### src/rtl/fetch_pkg.sv
// Shared constants and types for the instruction-fetch front end.
package fetch_pkg;
  localparam logic [31:0] DEF_RESET_PC = 32'hBFC0_0000;
  localparam int          MAX_DEPTH    = 16;

  // Queue entry layout; the fetch queue packs its FIFO word in this order.
  typedef struct packed {
    logic [31:0] instr;
    logic [31:0] pc_plus4;
  } entry_t;
endpackage

### src/rtl/sync_fifo.sv
// Synchronous FIFO with clear; DEPTH need not be a power of two.
module sync_fifo #(
  parameter int WIDTH = 64,
  parameter int DEPTH = 4
) (
  input  logic                       clk,
  input  logic                       clear,
  input  logic                       push,
  input  logic [WIDTH-1:0]           din,
  input  logic                       pop,
  output logic [WIDTH-1:0]           dout,
  output logic [$clog2(DEPTH+1)-1:0] count
);
  localparam int PW = $clog2(DEPTH);
  localparam int CW = $clog2(DEPTH+1);

  logic [WIDTH-1:0] mem [DEPTH];
  logic [PW-1:0]    rd_ptr, wr_ptr;

  // Explicit compare so non-power-of-two depths wrap correctly.
  function automatic logic [PW-1:0] bump(input logic [PW-1:0] p);
    return (p == PW'(DEPTH-1)) ? '0 : p + 1'b1;
  endfunction

  always_ff @(posedge clk) begin
    if (clear) begin
      rd_ptr <= '0;
      wr_ptr <= '0;
      count  <= '0;
    end else begin
      if (push) wr_ptr <= bump(wr_ptr);
      if (pop)  rd_ptr <= bump(rd_ptr);
      case ({push, pop})
        2'b10:   count <= count + 1'b1;
        2'b01:   count <= count - 1'b1;
        default: ;
      endcase
    end
  end

  always_ff @(posedge clk) begin
    if (!clear && push) mem[wr_ptr] <= din;
  end

  assign dout = mem[rd_ptr];

  always_ff @(posedge clk) begin
    if (!clear) assert (!(push && count == CW'(DEPTH)));
  end
endmodule

### src/rtl/fetch_queue.sv
// Fetch front end: owns the fetch PC, issues fixed-latency imem requests and
// queues returned instructions ahead of Decode, with credit-based flow control.
module fetch_queue
  import fetch_pkg::*;
#(
  parameter int                 DATA_W   = 32,
  parameter int                 DEPTH    = 4,
  parameter logic [DATA_W-1:0]  RESET_PC = DATA_W'(DEF_RESET_PC)
) (
  input  logic                       clk,
  input  logic                       rst,
  input  logic                       redirect,
  input  logic [DATA_W-1:0]          redirect_pc,
  output logic                       imem_en,
  output logic [DATA_W-1:0]          imem_addr,
  input  logic [DATA_W-1:0]          imem_rdata,
  output logic                       dec_valid,
  output logic [DATA_W-1:0]          dec_instr,
  output logic [DATA_W-1:0]          dec_pc_plus4,
  input  logic                       dec_ready,
  output logic [$clog2(DEPTH+1)-1:0] count
);
  localparam int CW  = $clog2(DEPTH+1);
  localparam int CW1 = CW + 1;

  logic [DATA_W-1:0]   pc_q, req_pc_q;
  logic                inflight_q;
  logic                pop, push, issue;
  logic [CW:0]         credit;
  logic [2*DATA_W-1:0] head;

  assign pop       = dec_valid & dec_ready;
  assign dec_valid = (count != '0) & ~redirect;

  // Occupancy the queue will have if a new request is issued now; keeps
  // count + inflight within DEPTH so every return has a slot.
  assign credit    = {1'b0, count} + CW1'(inflight_q) - CW1'(pop);
  assign issue     = ~rst & (redirect | (credit < CW1'(DEPTH)));
  assign imem_en   = issue;
  assign imem_addr = redirect ? {redirect_pc[DATA_W-1:2], 2'b00} : pc_q;

  // A redirect kills the returning instruction of the old path.
  assign push = inflight_q & ~redirect & ~rst;

  always_ff @(posedge clk) begin
    if (rst) begin
      pc_q       <= RESET_PC;
      req_pc_q   <= RESET_PC;
      inflight_q <= 1'b0;
    end else begin
      inflight_q <= issue;
      if (issue) begin
        pc_q     <= imem_addr + DATA_W'(4);
        req_pc_q <= imem_addr;
      end
    end
  end

  sync_fifo #(.WIDTH(2*DATA_W), .DEPTH(DEPTH)) u_fifo (
    .clk   (clk),
    .clear (rst | redirect),
    .push  (push),
    .din   ({imem_rdata, req_pc_q + DATA_W'(4)}),
    .pop   (pop),
    .dout  (head),
    .count (count)
  );

  assign {dec_instr, dec_pc_plus4} = head;
endmodule

### config.mk
export PLATFORM = sky130hd
export DESIGN_NAME = fetch_queue
export DESIGN_NICKNAME = d
export VERILOG_FILES = /design/src/rtl/fetch_pkg.sv /design/src/rtl/sync_fifo.sv /design/src/rtl/fetch_queue.sv
export SDC_FILE = /design/constraint.sdc
export NUM_CORES = 1
export LEC_CHECK = 0
export CAP_MARGIN = 20
export CORE_ASPECT_RATIO = 0.5
export CORE_MARGIN = 2
export CORE_UTILIZATION = 50
export CTS_CLUSTER_SIZE = 40
export DETAILED_ROUTE_END_ITERATION = 6
export GPL_ROUTABILITY_DRIVEN = 0
export PLACE_DENSITY = 0.73
export SLEW_MARGIN = 40
export SYNTH_ARGS = -nofsm -noshare
export SYNTH_HDL_FRONTEND = slang
export SYNTH_HIERARCHICAL = 1
export SYNTH_SLANG_ARGS = --single-unit
### constraint.sdc
create_clock -name clk -period 10.5 [get_ports clk]
set_input_delay 2.1 -clock clk [delete_from_list [all_inputs] [get_ports clk]]
set_output_delay 2.1 -clock clk [all_outputs]
set_load 0.01 [all_outputs]
==> results of run 1 <==
## metal layers
layer / up-vias / wire length [um] / share of wire (%) / GRT usage (%)
met2: 238 / 14000 / 48 / 34.0
met3: 46 / 1460 / 5.0 / 3.91
met5: - / 0 / 0 / 0
met4: 0 / 546 / 1.9 / 4.52
met1: 4087 / 13000 / 45 / 28.5
li1: 3710 / - / - / -
## final timing paths
path | endpoint | slack [ns] | cells past startpoint
max reg2reg | pc_q[30] | 7.17 | 12
max | imem_en | 2.83 | 13
min reg2reg | pc_q[2] | 0.47 | 2
min | pc_q[2] | 0.47 | 2
## power by group
group          total, uW  switching (uW)  internal [uW]  leakage (uW)
sequential          1440            17.8           1420       0.00291
clock               1090             462            630      0.000465
combinational        163            82.8           80.2       0.00214
total               2690             563           2130       0.00552
## synth_stat cells (3+ instances only)
cell and count:
a22o_1 12, buf_2 12, mux2i_1 20, nand4_1 24, and3_1 5, a21oi_1 22, a31oi_1 4, xnor2_1 35
edfxtp_1 256, o31ai_1 5, xor2_1 4, o21ai_0 28, a21boi_0 3, nand3b_1 4, or3_1 4, and2_1 10
nand4b_1 3, clkbuf_1 13, mux2_2 11, dfxtp_1 72, mux4_2 60, buf_6 3, o211a_1 4, ha_1 11
a22oi_1 3, o22a_1 4, nor3_1 13, nor2b_1 4, and4_1 9, nand3_1 31, buf_12 6, a31o_2 3
inv_1 37, nand2_1 50, nor2_1 23, mux4_1 4, nor4_1 7
## kinds of logic (layout without fill, tap and decap cells)
family,count (synthesis),in the layout,share of synthesized area (%)
flip-flops,328,328,66.8
AND/OR/NAND/NOR,199,199,8.04
AO/OA/AOI/OAI,105,105,5.34
multiplexers,95,95,13.0
buffers and inverters,74,272,3.09
XOR/XNOR,39,39,2.50
adder cells (fa/ha/maj),12,12,1.15
## sequential cells by signal, summed over array words and instances, names as in the netlist, named ones only
signal	count
inflight_q	1
req_pc_q	30
u_fifo/rd_ptr	2
pc_q	32
u_fifo/wr_ptr	2
u_fifo/mem	256
u_fifo/count	3
## metrics by stage
step	hold slack (ns)	utilization [%]	total power, uW
6_report	0.469	62.8	2690
5_1_grt	0.499	62.8	2780
2_1_floorplan	0.424	-	1540
4_1_cts	0.461	62.8	2710
3_3_place_gp	0.435	58.5	1620
3_5_place_dp	0.445	59.1	1630
## final cells by class
| type | count | area (um2) |
|---|---|---|
| clock buffer | 34 | 744 |
| fill | 1902 | 9900 |
| clock inverter | 18 | 225 |
| sequential | 328 | 9130 |
| timing repair buffer | 183 | 1900 |
| tap | 352 | 440 |
| inverter | 37 | 139 |
| multi-input combinational | 450 | 4150 |
## critical path, stage by stage
cell and delay [ns]:
buf_2 0.07, buf_4 0.59, nor2_1 0.13, and2_1 0.26, ha_1 0.21, inv_1 0.06, ha_1 0.21, and3b_1 0.22
nor4_2 0.57, o31ai_4 0.13, inv_1 0.13, buf_4 0.28, clkdlybuf4s50_1 0.59
==> results by group, run 1 <==
Status
  – Status: completed

Synthesis
  – Top_reg_cell synth: edfxtp_1
  – #FFs+latches synth: 328
  – Yosys warns: 6
  – FFs w/ async S/R, synth: 0%
  – Cell area after synthesis: 13,700 um2
  – Syn_area_per_cell: 16.0 um2
  – Post-synth EDFFs: 256
  – Synth area leaders: edfxtp_1, dfxtp_1, mux4_2
  – Netlist cell types: 63
  – Top-area cell type share of the netlist area: 56.3%
  – Leading area contributor after synthesis: edfxtp_1
  – Post-synthesis net count: 932
  – Syn Inst Count: 852
  – Seq/Total Area, Yosys: 66.8%

Die
  – Die Y: 121 um
  – Ports: 169
  – Die width: 238 um
  – Site Rows: 42
  – Placeable Area: 26,600 um2
  – Initial Utilization: 51.3%
  – Die area: 28,700 um2

Placed design
  – IO Port Bufs: 166
  – Inst Count DP: 1,350
  – DP Area: 15,800 um2
  – Pre-CTS setup slack: 2.74 ns
  – Post-DP HPWL: 19.4 mm

Timing
  – Hold Fails Final Rpt: 0
  – Max Fclk: 130 MHz
  – RSZ-0062 raised after global routing: no
  – Max Slew Vio Count: 0
  – Count of final setup violators: 0
  – Worst rel slew slack: 49.6%
  – Period minus WS final: 7.67 ns
  – Final setup TNS: 0 ns
  – Final WS setup: 2.83 ns
  – Setup Skew: 0.0144 ns
  – Worst Tran Pin Value: 0.754 ns
  – Tcrit/Tclk final: 73.0%

Finish
  – Commonest non-fill, non-tap cells in the layout: edfxtp_1, clkdlybuf4s50_1, dfxtp_1, mux4_2, nand2_1
  – Leading cell type in the layout, fill and taps excluded: edfxtp_1
  – Final std cells w/o fill: 1,402
  – Antenna cells: 0
  – Area delta synth->final: 22.6%
  – Fin area: 16,700 um2
  – Final net count: 1,108
  – Ratio of cells with drive above 1 in the final layout: 14.7%

Route
  – DRT Wirelength: 29.0 mm
  – Antenna viol nets, final: 0
  – WL per Instance: 20.7 um
  – TritonRoute pass-1 iters: 5
  – Vias: 8,081
  – 1st-iter DRT viols: 665
  – Drt via density: 5.76
  – Drc violations: 0

Global routing
  – Total grt overflow: 0
  – Largest net degree at the start of global routing: 65
  – Vias in the first global route: 8,129
  – Global Route Usage Sum: 20.5%
  – First-pass GRT wire length: 45.3 mm
  – Initial antenna violation count: 0

Clock network
  – Cts repair resizes: 0
  – Post-CTS Repair Setup Buffers: 0
  – Clk buf depth: 3
  – CTS hold repair buffers: 0
  – Worst-Skew Late Latency: 0.55 ns
  – Num CTS Buffers: 28
  – CTS tree: built
  – Root Driver: clkbuf_16
  – CTS sink cnt: 328
  – Clock transition at path regs: 0.07 ns
  – H-tree depth: 1

Worst setup path
  – Critical path type: primary input to output port
  – CP endpoint kind: output port
  – Worst R2R Start: u_fifo/count[2]
  – Worst EP required: 8.40 ns
  – Beginning of the critical path: redirect
  – Crit start category: primary input
  – Worst Path Max Fanout: 61
  – Worst EP arrival: 5.57 ns

Flow run
  – Max capacitance violation total: 0

Worst hold path
  – Worst hold path type: flop to flop
  – Hold Startpoint: pc_q[2]

Power
  – P per Cell Area: 161 nW/um2
  – Worst VDD drop: 0.120 mV
  – Leak: 0.00552 uW
(Power assumes the default switching activity.)
==> inputs of run 2 (changes only) <==
- PLACE_DENSITY: 0.73 -> 0.76
- clock period: 10.5 -> 6.3 ns (I/O delays scaled with it)
==> results by group, run 2 (synthesis gave the netlist of run 1 again) <==
Route
  – Vias: 8,004 (-0.95%)
  – 1st-iter DRT viols: 764 (+15%)
  – Drt via density: 5.71 (-0.95%)
  – TritonRoute pass-1 iters: 6 (+1)
  – DRT Wirelength: 28.9 mm (about the same)
  – WL per Instance: 20.6 um (about the same)
  – Antenna viol nets, final: 0 (unchanged)
  – Drc violations: 0 (unchanged)

Timing
  – Period minus WS final: 5.43 ns
  – Max Slew Vio Count: 0 (unchanged)
  – Setup Skew: 0.0231 ns (+0.00868 ns)
  – Hold Fails Final Rpt: 0 (unchanged)
  – Worst rel slew slack: 45.3% (-4.4 points)
  – Tcrit/Tclk final: 86.2%
  – Hold_ws: 0.459 ns (-0.00927 ns)
  – Max Fclk: 184 MHz
  – RSZ-0062 raised after global routing: no
  – Count of final setup violators: 0 (unchanged)
  – Worst Tran Pin Value: 0.814 ns (+0.0600 ns)
  – Final setup TNS: 0 ns (unchanged)

Clock network
  – Num CTS Buffers: 29 (+3.6%)
  – CTS tree: built
  – CTS hold repair buffers: 0 (unchanged)
  – Worst-Skew Late Latency: 0.55 ns (about the same)
  – Cts repair resizes: 0 (unchanged)
  – H-tree depth: 1 (unchanged)
  – CTS sink cnt: 328 (unchanged)
  – Clock transition at path regs: 0.07 ns (about the same)
  – Clk buf depth: 3 (unchanged)
  – Post-CTS Repair Setup Buffers: 0 (unchanged)
  – Root Driver: clkbuf_16

Worst hold path
  – Worst hold path type: flop to flop

Die
  – Die Y: 121 um (unchanged)
  – Initial Utilization: 51.3% (unchanged)
  – Die area: 28,700 um2 (unchanged)
  – Die width: 238 um (unchanged)
  – Placeable Area: 26,600 um2 (unchanged)
  – Site Rows: 42 (unchanged)
  – Ports: 169 (unchanged)

Worst setup path
  – Highest-delay cell along the critical path: nor4_1
  – Crit start category: primary input
  – Cell Chain, Critical Path: clkdlybuf4s50_1 > and2_1 > ha_1 > inv_1 > ha_1 > and3b_1 > nor4_1 > o31ai_4 > inv_1 > clkdlybuf4s50_1
  – Worst EP required: 5.04 ns (-3.36 ns)
  – Critical path type: primary input to output port
  – CP endpoint kind: output port
  – Worst Path Max Fanout: 5 (-92%)
  – Worst stage delay on the critical path: 0.68 ns (+0.09 ns)
  – Worst EP arrival: 4.17 ns (-1.40 ns)

Finish
  – Fill count: 1,901 (-0.053%)
  – Ratio of cells with drive above 1 in the final layout: 14.4% (-0.29 points)
  – FF+latch area: 9140 um2 (about the same)
  – Area delta synth->final: 21.6%
  – Top Registers: u_fifo/mem (256), pc_q (32), req_pc_q (30)
  – Largest register by flop count: u_fifo/mem
  – Commonest non-fill, non-tap cells in the layout: edfxtp_1, clkdlybuf4s50_1, dfxtp_1, mux4_2, nand2_1
  – Antenna cells: 0 (unchanged)
  – Leading cell type in the layout, fill and taps excluded: edfxtp_1
  – Max reg flops: 256 (unchanged)
  – Multi-input logic area: 4140 um2 (-0.42%)
  – Final net count: 1,109 (+0.090%)

Global routing
  – First-pass GRT wire length: 45.6 mm (+0.63%)
  – Largest net degree at the start of global routing: 61 (-6.2%)
  – Global Route Usage Sum: 20.5% (about the same)
  – Vias in the first global route: 7,975 (-1.9%)
  – Total grt overflow: 0 (unchanged)
  – Initial antenna violation count: 0 (unchanged)

Placed design
  – Post-DP HPWL: 19.5 mm (+0.37%)
  – IO Port Bufs: 166 (unchanged)

Power
  – Leak: 0.00549 uW (-0.52%)
  – Worst VDD drop: 0.201 mV (+67%)
  – P per Cell Area: 263 nW/um2 (+63%)

Status
  – Status: completed

Flow run
  – Max capacitance violation total: 0 (unchanged)
==> run 2: worst paths after layout <==
kind         endpoint       startpoint  slack, ns  depth (start not counted)
max           imem_en        dec_ready       0.87                         10
min           pc_q[2]          pc_q[2]       0.46                          2
max reg2reg  pc_q[30]  u_fifo/count[2]       2.89                         12
min reg2reg   pc_q[2]          pc_q[2]       0.46                          2
==> run 2: where the power goes <==
group	total, uW	leakage (uW)	switching, uW	internal, uW
clock network	1700	0.000448	757	941
registers	2390	0.00291	28.4	2360
logic	272	0.00213	138	134
total	4360	0.00549	924	3440
==> run 2: layout make-up <==
cell class / count / area share (%)
clock buffers: 36 / 4.59
clock inverters: 16 / 0.814
inverters: 37 / 0.836
multi-input cells: 450 / 24.9
flip-flops and latches: 328 / 55.0
well taps: 352 / 2.65
repair buffers: 183 / 11.2
==> run 2: metal layers <==
layer  wire, um  track usage [%]  vias to the layer above
met5          0                0                        -
met3       1380             3.73                       42
met2      14200             34.2                      211
li1           -                -                     3716
met4        507             3.89                        0
met1      12900             28.7                     4035
==> run 2: per-stage QoR <==
step	std cells	util (%)	area (um2)	worst slack (ns)	total power, uW
CTS	1402	62.3	16600	0.882	4390
floorplan	852	-	13700	0.964	2570
global placement	1344	58.5	15600	0.929	2700
detailed placement	1350	59.0	15700	0.889	2710
finish	1402	62.3	16600	0.872	4360
global route	1402	62.3	16600	0.700	4520
==> run 2: critical path: cells and delay by family <==
| kind | cells | cell delay (ns) |
|---|---|---|
| buffers and inverters | 4 | 1.23 |
| AOI/OAI and AO/OA | 1 | 0.13 |
| adders and majority gates | 2 | 0.43 |
| and+or+nand+nor | 3 | 1.12 |
